[src/rtl/mme_tile_scheduler.sv]
// mme_tile_scheduler
//
// Breaks one N x N matrix-multiply command into a stream of SA_WIDTH x SA_WIDTH
// tile operations (ti outer, tj middle, tk inner). Each tile's A/B/C base byte
// addresses come from adds only and are issued over a valid/ready port. At most
// MAX_OUT tiles may be issued without a matching tile_done_i pulse.
//
// Ports
//   clk, rst          clock, synchronous active-high reset
//   start_i           command pulse, sampled only while idle
//   mat_dim_i         matrix dimension N, latched with start_i
//   mode_i            0 = overwrite C, 1 = accumulate into C, latched with start_i
//   mat_*_addr_i      row-major byte base addresses of A/B/C, latched with start_i
//   busy_o            command in progress
//   done_o            one-cycle completion pulse
//   err_o             sticky: last command had an illegal N
//   tile_valid_o      descriptor valid
//   tile_ready_i      datapath accepts the descriptor
//   tile_*_addr_o     tile base byte addresses
//   tile_first_k_o    first K-step of this C tile
//   tile_last_k_o     last K-step of this C tile
//   tile_load_c_o     preload C tile into the accumulators
//   tile_done_i       one-cycle pulse per completed tile
module mme_tile_scheduler #(
    parameter int unsigned SA_WIDTH = 4,
    parameter int unsigned DW       = 32,
    parameter int unsigned DIM_W    = 10,
    parameter int unsigned MAX_OUT  = 2
) (
    input  logic             clk,
    input  logic             rst,
    input  logic             start_i,
    input  logic [DIM_W-1:0] mat_dim_i,
    input  logic             mode_i,
    input  logic [31:0]      mat_a_addr_i,
    input  logic [31:0]      mat_b_addr_i,
    input  logic [31:0]      mat_c_addr_i,
    output logic             busy_o,
    output logic             done_o,
    output logic             err_o,
    output logic             tile_valid_o,
    input  logic             tile_ready_i,
    output logic [31:0]      tile_a_addr_o,
    output logic [31:0]      tile_b_addr_o,
    output logic [31:0]      tile_c_addr_o,
    output logic             tile_first_k_o,
    output logic             tile_last_k_o,
    output logic             tile_load_c_o,
    input  logic             tile_done_i
);

    localparam int unsigned EB     = DW / 8;
    localparam int unsigned SA_LOG = $clog2(SA_WIDTH);
    localparam int unsigned OW     = $clog2(MAX_OUT + 1);
    // Byte step between horizontally adjacent tiles; also the per-N multiplier
    // of the vertical tile step (SA_WIDTH rows of N elements).
    localparam logic [31:0]      COL_STEP = 32'(SA_WIDTH * EB);
    localparam logic [DIM_W-1:0] SA_MASK  = DIM_W'(SA_WIDTH - 1);

    typedef enum logic [2:0] {
        StIdle,
        StIssue,
        StDrain,
        StFin,
        StFail
    } state_e;

    state_e           state_q;
    logic [OW-1:0]    out_q;
    logic             mode_q;
    logic [DIM_W-1:0] t_last_q;
    logic [DIM_W-1:0] ti_q;
    logic [DIM_W-1:0] tj_q;
    logic [DIM_W-1:0] tk_q;
    logic [31:0]      row_step_q;
    logic [31:0]      a_row_q;    // a_base + ti*row_step
    logic [31:0]      b_base_q;
    logic [31:0]      b_col_q;    // b_base + tj*COL_STEP
    logic [31:0]      c_row_q;    // c_base + ti*row_step

    logic          hs;
    logic          dec;
    logic [OW-1:0] out_d;
    logic          slot_free;
    logic          n_legal;
    logic          tk_last;
    logic          tj_last;
    logic          ti_last;

    always_comb begin
        hs        = tile_valid_o & tile_ready_i;
        // A completion with nothing outstanding is stale (e.g. from before a reset).
        dec       = tile_done_i & (out_q != '0);
        out_d     = out_q + OW'(hs) - OW'(dec);
        // A completion this cycle frees a slot for the next cycle's valid.
        slot_free = out_d < OW'(MAX_OUT);
        n_legal   = (mat_dim_i != '0) && ((mat_dim_i & SA_MASK) == '0);
        tk_last   = tk_q == t_last_q;
        tj_last   = tj_q == t_last_q;
        ti_last   = ti_q == t_last_q;
    end

    always_ff @(posedge clk) begin
        if (rst) begin
            state_q        <= StIdle;
            out_q          <= '0;
            mode_q         <= 1'b0;
            t_last_q       <= '0;
            ti_q           <= '0;
            tj_q           <= '0;
            tk_q           <= '0;
            row_step_q     <= '0;
            a_row_q        <= '0;
            b_base_q       <= '0;
            b_col_q        <= '0;
            c_row_q        <= '0;
            busy_o         <= 1'b0;
            done_o         <= 1'b0;
            err_o          <= 1'b0;
            tile_valid_o   <= 1'b0;
            tile_a_addr_o  <= '0;
            tile_b_addr_o  <= '0;
            tile_c_addr_o  <= '0;
            tile_first_k_o <= 1'b0;
            tile_last_k_o  <= 1'b0;
            tile_load_c_o  <= 1'b0;
        end else begin
            out_q <= out_d;
            unique case (state_q)
                StIdle: begin
                    done_o <= 1'b0;
                    if (start_i) begin
                        busy_o <= 1'b1;
                        if (n_legal) begin
                            state_q        <= StIssue;
                            err_o          <= 1'b0;
                            mode_q         <= mode_i;
                            t_last_q       <= (mat_dim_i >> SA_LOG) - DIM_W'(1);
                            ti_q           <= '0;
                            tj_q           <= '0;
                            tk_q           <= '0;
                            row_step_q     <= 32'(mat_dim_i) * COL_STEP;
                            a_row_q        <= mat_a_addr_i;
                            b_base_q       <= mat_b_addr_i;
                            b_col_q        <= mat_b_addr_i;
                            c_row_q        <= mat_c_addr_i;
                            // Nothing is outstanding while idle, so a slot is free.
                            tile_valid_o   <= 1'b1;
                            tile_a_addr_o  <= mat_a_addr_i;
                            tile_b_addr_o  <= mat_b_addr_i;
                            tile_c_addr_o  <= mat_c_addr_i;
                            tile_first_k_o <= 1'b1;
                            tile_last_k_o  <= mat_dim_i == DIM_W'(SA_WIDTH);
                            tile_load_c_o  <= mode_i;
                        end else begin
                            state_q <= StFail;
                            done_o  <= 1'b1;
                            err_o   <= 1'b1;
                        end
                    end
                end

                StIssue: begin
                    tile_valid_o <= slot_free;
                    if (hs) begin
                        if (!tk_last) begin
                            // Next K-step: walk A right, B down; C tile unchanged.
                            tk_q           <= tk_q + DIM_W'(1);
                            tile_a_addr_o  <= tile_a_addr_o + COL_STEP;
                            tile_b_addr_o  <= tile_b_addr_o + row_step_q;
                            tile_first_k_o <= 1'b0;
                            tile_last_k_o  <= (tk_q + DIM_W'(1)) == t_last_q;
                            tile_load_c_o  <= 1'b0;
                        end else if (!tj_last) begin
                            // Next C tile in the same row band.
                            tk_q           <= '0;
                            tj_q           <= tj_q + DIM_W'(1);
                            b_col_q        <= b_col_q + COL_STEP;
                            tile_a_addr_o  <= a_row_q;
                            tile_b_addr_o  <= b_col_q + COL_STEP;
                            tile_c_addr_o  <= tile_c_addr_o + COL_STEP;
                            tile_first_k_o <= 1'b1;
                            tile_last_k_o  <= t_last_q == '0;
                            tile_load_c_o  <= mode_q;
                        end else if (!ti_last) begin
                            // Next row band: restart B and C columns.
                            tk_q           <= '0;
                            tj_q           <= '0;
                            ti_q           <= ti_q + DIM_W'(1);
                            a_row_q        <= a_row_q + row_step_q;
                            b_col_q        <= b_base_q;
                            c_row_q        <= c_row_q + row_step_q;
                            tile_a_addr_o  <= a_row_q + row_step_q;
                            tile_b_addr_o  <= b_base_q;
                            tile_c_addr_o  <= c_row_q + row_step_q;
                            tile_first_k_o <= 1'b1;
                            tile_last_k_o  <= t_last_q == '0;
                            tile_load_c_o  <= mode_q;
                        end else begin
                            // Last tile accepted; descriptor outputs keep its value.
                            state_q      <= StDrain;
                            tile_valid_o <= 1'b0;
                        end
                    end
                end

                StDrain: begin
                    tile_valid_o <= 1'b0;
                    if (out_d == '0) begin
                        state_q <= StFin;
                        done_o  <= 1'b1;
                    end
                end

                StFin: begin
                    state_q <= StIdle;
                    done_o  <= 1'b0;
                    busy_o  <= 1'b0;
                end

                StFail: begin
                    state_q <= StIdle;
                    done_o  <= 1'b0;
                    busy_o  <= 1'b0;
                end

                default: begin
                    state_q      <= StIdle;
                    busy_o       <= 1'b0;
                    done_o       <= 1'b0;
                    tile_valid_o <= 1'b0;
                end
            endcase
        end
    end

endmodule

[config.mk]
export PLATFORM = sky130hd
export DESIGN_NAME = mme_tile_scheduler
export DESIGN_NICKNAME = d
export VERILOG_FILES = /design/src/rtl/mme_tile_scheduler.sv
export SDC_FILE = /design/constraint.sdc
export NUM_CORES = 1
export LEC_CHECK = 0
export CAP_MARGIN = 20
export CORE_ASPECT_RATIO = 1.5
export CORE_UTILIZATION = 30
export DETAILED_ROUTE_END_ITERATION = 10
export GPL_ROUTABILITY_DRIVEN = 0
export GPL_TIMING_DRIVEN = 0
export SYNTH_ARGS = -nofsm -noshare
export SYNTH_HDL_FRONTEND = slang
export SYNTH_SLANG_ARGS = --single-unit
[constraint.sdc]
create_clock -name clk -period 7.35 [get_ports clk]
set_input_delay 0.735 -clock clk [delete_from_list [all_inputs] [get_ports clk]]
set_output_delay 0.735 -clock clk [all_outputs]
set_load 0.02 [all_outputs]
==> summary.md <==
| Metric | Value |
|---|---|
| Post-DP HPWL | 73900 microns |
| Multi-input gate area | 11600 sq um |
| Sequential share of the synthesized area | 31.4% |
| Standard-cell rows | 110 |
| Fill count | 6306 |
| Postcts setup bufs | 0 |
| CP Capture Point | tile_a_addr_o[29] |
| Gate power share | 25.0% |
| Arr. time, crit path | around 4800 ps |
| Actual slew at the worst max-slew pin | roughly 1300 ps |
| TritonCTS Sinks | 286 |
| Initial Util | 30.4% |
| Register Area | 5730 sq um |
| CTS tree | done |
| Post-synth ARST share | 0% |
| VDD IR max | 0.182 mV |
| Number of global-route vias before repair | 20700 |
| Register bit count reported by yosys | around 290 |
| Total chip power | 4.53 mW |
| First-pass GRT wire length | ~140000 microns |
| Antenna violations before repair | 2 |
| Yosys top cell by area | dfxtp_1 |
| Hold WC Path Type | reg -> reg |
| Clock Tree Buf Depth | 3 |
| Cells on worst reg2reg path | 8 |
| Die width | approximately 200 microns |
| Setup TNS | 0 ps |
| Clock transition at path regs | 70 ps |
| Final Hold Fails | 0 |
| Sw Share | 35.5% |
| Synth warn | 0 |
| Final ANT Viol Nets | 0 |
| Min Clock Period, post-route | 4250 ps |
| Ys flop type | dfxtp_1 |
| Unrepaired setup endpoints after global routing | no |
| Crit Path Max Fanout | 10 |
| Global Route Usage Sum | 32.1% |
| Net Sw Power | 1.61 mW |
| Library cells used by synthesis | 95 |
| Port Buf Inserts | 214 |
| Core Footprint | 60000 sq um |
| Die area | 61800 sq um |
| Residual DRC | 0 |
| Maximum Capacitance Violations | 0 |
| CP startpoint kind | flop |
| Peak Freq | 0.235 GHz |
| Max-slew headroom | 15.0% |
| Final instance area | 22500 sq um |
| Syn_nets | 2574 |
| Part of the cycle the worst path needs | between 50% and 60% |
| EDFF count, synth | 0 |
| Worst EP required | 7890 ps |
| Placed cell areas | 21400 sq um |
| Ratio of cells with drive above 1 in the final layout | under 10% |
| Mapped Avg Cell Area | 7.54 sq um |
| # IOs | 215 |
| DR vias/cell | 6.24 |
| Int Pwr | around 2.9 mW |
| Largest net degree at the start of global routing | 16 |
| Root buffer cell | clkbuf_16 |
| Pwr dens | 201 nW/um^2 |
| Overflow after GRT | 0 |
| Leak pwr | 7.85 nW |
| Drt first pass iters | 8 |
| Mapped Area | about 18000 sq um |
| Reg2reg end | tile_a_addr_o[29] |
| Synthesis-to-finish area growth | 23.7% |
| Routed wire length | 102000 microns |
| CTS Buf Count | 30 |
| R2R Setup Slk | 3100 ps |
| Cell count after synthesis | roughly 2400 |
| Wire length per cell | 29.1 microns |
| Iteration-0 DRC Markers | 2910 |
| Power share of the clock group | between 30% and 40% |
| CTS H-Tree Depth | 1 |
| Status | completed |
| Reg power frac | 38.4% |
| Post_cts resized | 0 |
| Final nets | 2833 |
| Critical path capture point type | flop |
| Die height | 304 microns |
| Top post-synthesis cells by area | dfxtp_1, nand2_1, nor2_1 |
| Post-CTS Hold Buffers | 0 |
| # setup viols final | 0 |
| Clk Latency, worst-skew pair | roughly 640 ps |
| Via count | 21700 |
| Reg2reg start | state_q[0] |
| WS Path Type | reg -> reg |
| Setup Skew | 15.7 ps |
| Fin. max-slew vios | 0 |
| Setup crit start | state_q[0] |
| Area share of the leading cell type in the synthesized netlist | 31.4% |
==> worst min-delay path by stage <==
stage / slack [ps] / cells past startpoint / startpoint / to
2_1_floorplan: 430 / 2 / b_base_q[22] / b_base_q[22]
3_3_place_gp: 440 / 2 / b_base_q[13] / b_base_q[13]
3_5_place_dp: 450 / 2 / b_base_q[12] / b_base_q[12]
4_1_cts: 460 / 2 / mode_q / mode_q
5_1_grt: 470 / 2 / b_base_q[15] / b_base_q[15]
6_report: 460 / 2 / b_base_q[13] / b_base_q[13]
==> cell families after synthesis <==
kind of cell | after synthesis | synth area share (%)
and+or+nand+nor | 1023 | 26.4
AOI/OAI and AO/OA | 680 | 25.4
DFF | 286 | 31.4
buffers and inverters | 211 | 5.22
xor gates and xnor gates | 154 | 7.40
adders and majority gates | 44 | 3.14
muxes | 20 | 1.10
==> state kept, by name, indices dropped and copies added, names as in the netlist, 9 cells and up <==
name           count
ti_q              10
a_row_q           32
tk_q              10
row_step_q        10
tile_a_addr_o     32
b_col_q           32
t_last_q           9
tile_c_addr_o     32
tj_q              10
b_base_q          32
tile_b_addr_o     32
c_row_q           32
==> synthesized netlist by cell type, drive strengths merged, types with 61 or more instances <==
cell,instances
a21oi,185
o21ai,118
buf,73
a211oi,73
dfxtp,286
nand3,85
xor2,93
nor3,87
nor2,277
xnor2,61
clkbuf,105
nand2,354
==> final cells by class <==
class | instances | area share (%)
Multi-Input combinational cell | 1921 | 51.3
Tap cell | 784 | 4.35
Clock inverter | 9 | 0.599
Inverter | 33 | 0.549
Timing Repair Buffer | 227 | 10.3
Clock buffer | 45 | 3.89
Buffer | 178 | 3.67
Antenna cell | 1 | 0.0111
Sequential cell | 286 | 25.4
==> through the flow <==
step | std cells | hold slack [ps] | worst slack [ps] | util, %
finish | 3484 | 457 | 3100 | 37.6
CTS | 3473 | 456 | 3370 | 37.3
floorplan | 2418 | 431 | 4600 | -
global placement | 3416 | 442 | 3070 | 35.6
detailed placement | 3419 | 448 | 3020 | 35.7
global route | 3483 | 469 | 3200 | 37.6
==> power by group through the flow <==
stage	combinational [mW]	sequential (mW)	clock (mW)
floorplan	0.524	1.77	0
global placement	1.04	1.76	0
detailed placement	1.05	1.77	0
CTS	1.06	1.73	1.64
global route	1.16	1.75	1.71
finish	1.13	1.74	1.66
==> worst max-delay path, cell delays in order, from the launching register on <==
cell	delay, ps
dfxtp_1	360
clkbuf_1	330
and2_1	330
clkbuf_1	840
clkbuf_1	820
nand4_1	760
nor2_1	270
mux2i_1	190
a211oi_1	220
==> cell usage in the layout (no fill, tap or decap), types with 51 or more instances in the layout <==
| master | Yosys | routed |
|---|---|---|
| a211oi_1 | 68 | 68 |
| nor3_1 | 86 | 86 |
| nand3_1 | 84 | 84 |
| xor2_1 | 93 | 93 |
| nand2_1 | 352 | 352 |
| xnor2_1 | 61 | 61 |
| clkbuf_1 | 104 | 112 |
| o211ai_1 | 51 | 51 |
| dfxtp_1 | 286 | 286 |
| nor2_1 | 277 | 277 |
| clkdlybuf4s50_1 | 0 | 214 |
| o21ai_0 | 115 | 115 |
| a21oi_1 | 185 | 185 |
==> per-layer routing <==
metal / global-route usage [%] / up-vias / part of all wire (%)
li1: - / 9341 / -
met1: 35.7 / 10200 / 34
met2: 50.2 / 1689 / 44
met3: 7.70 / 534 / 11
met4: 29.7 / 2 / 11
met5: 0 / - / 0.018
Power figures use the tool's default switching activity.
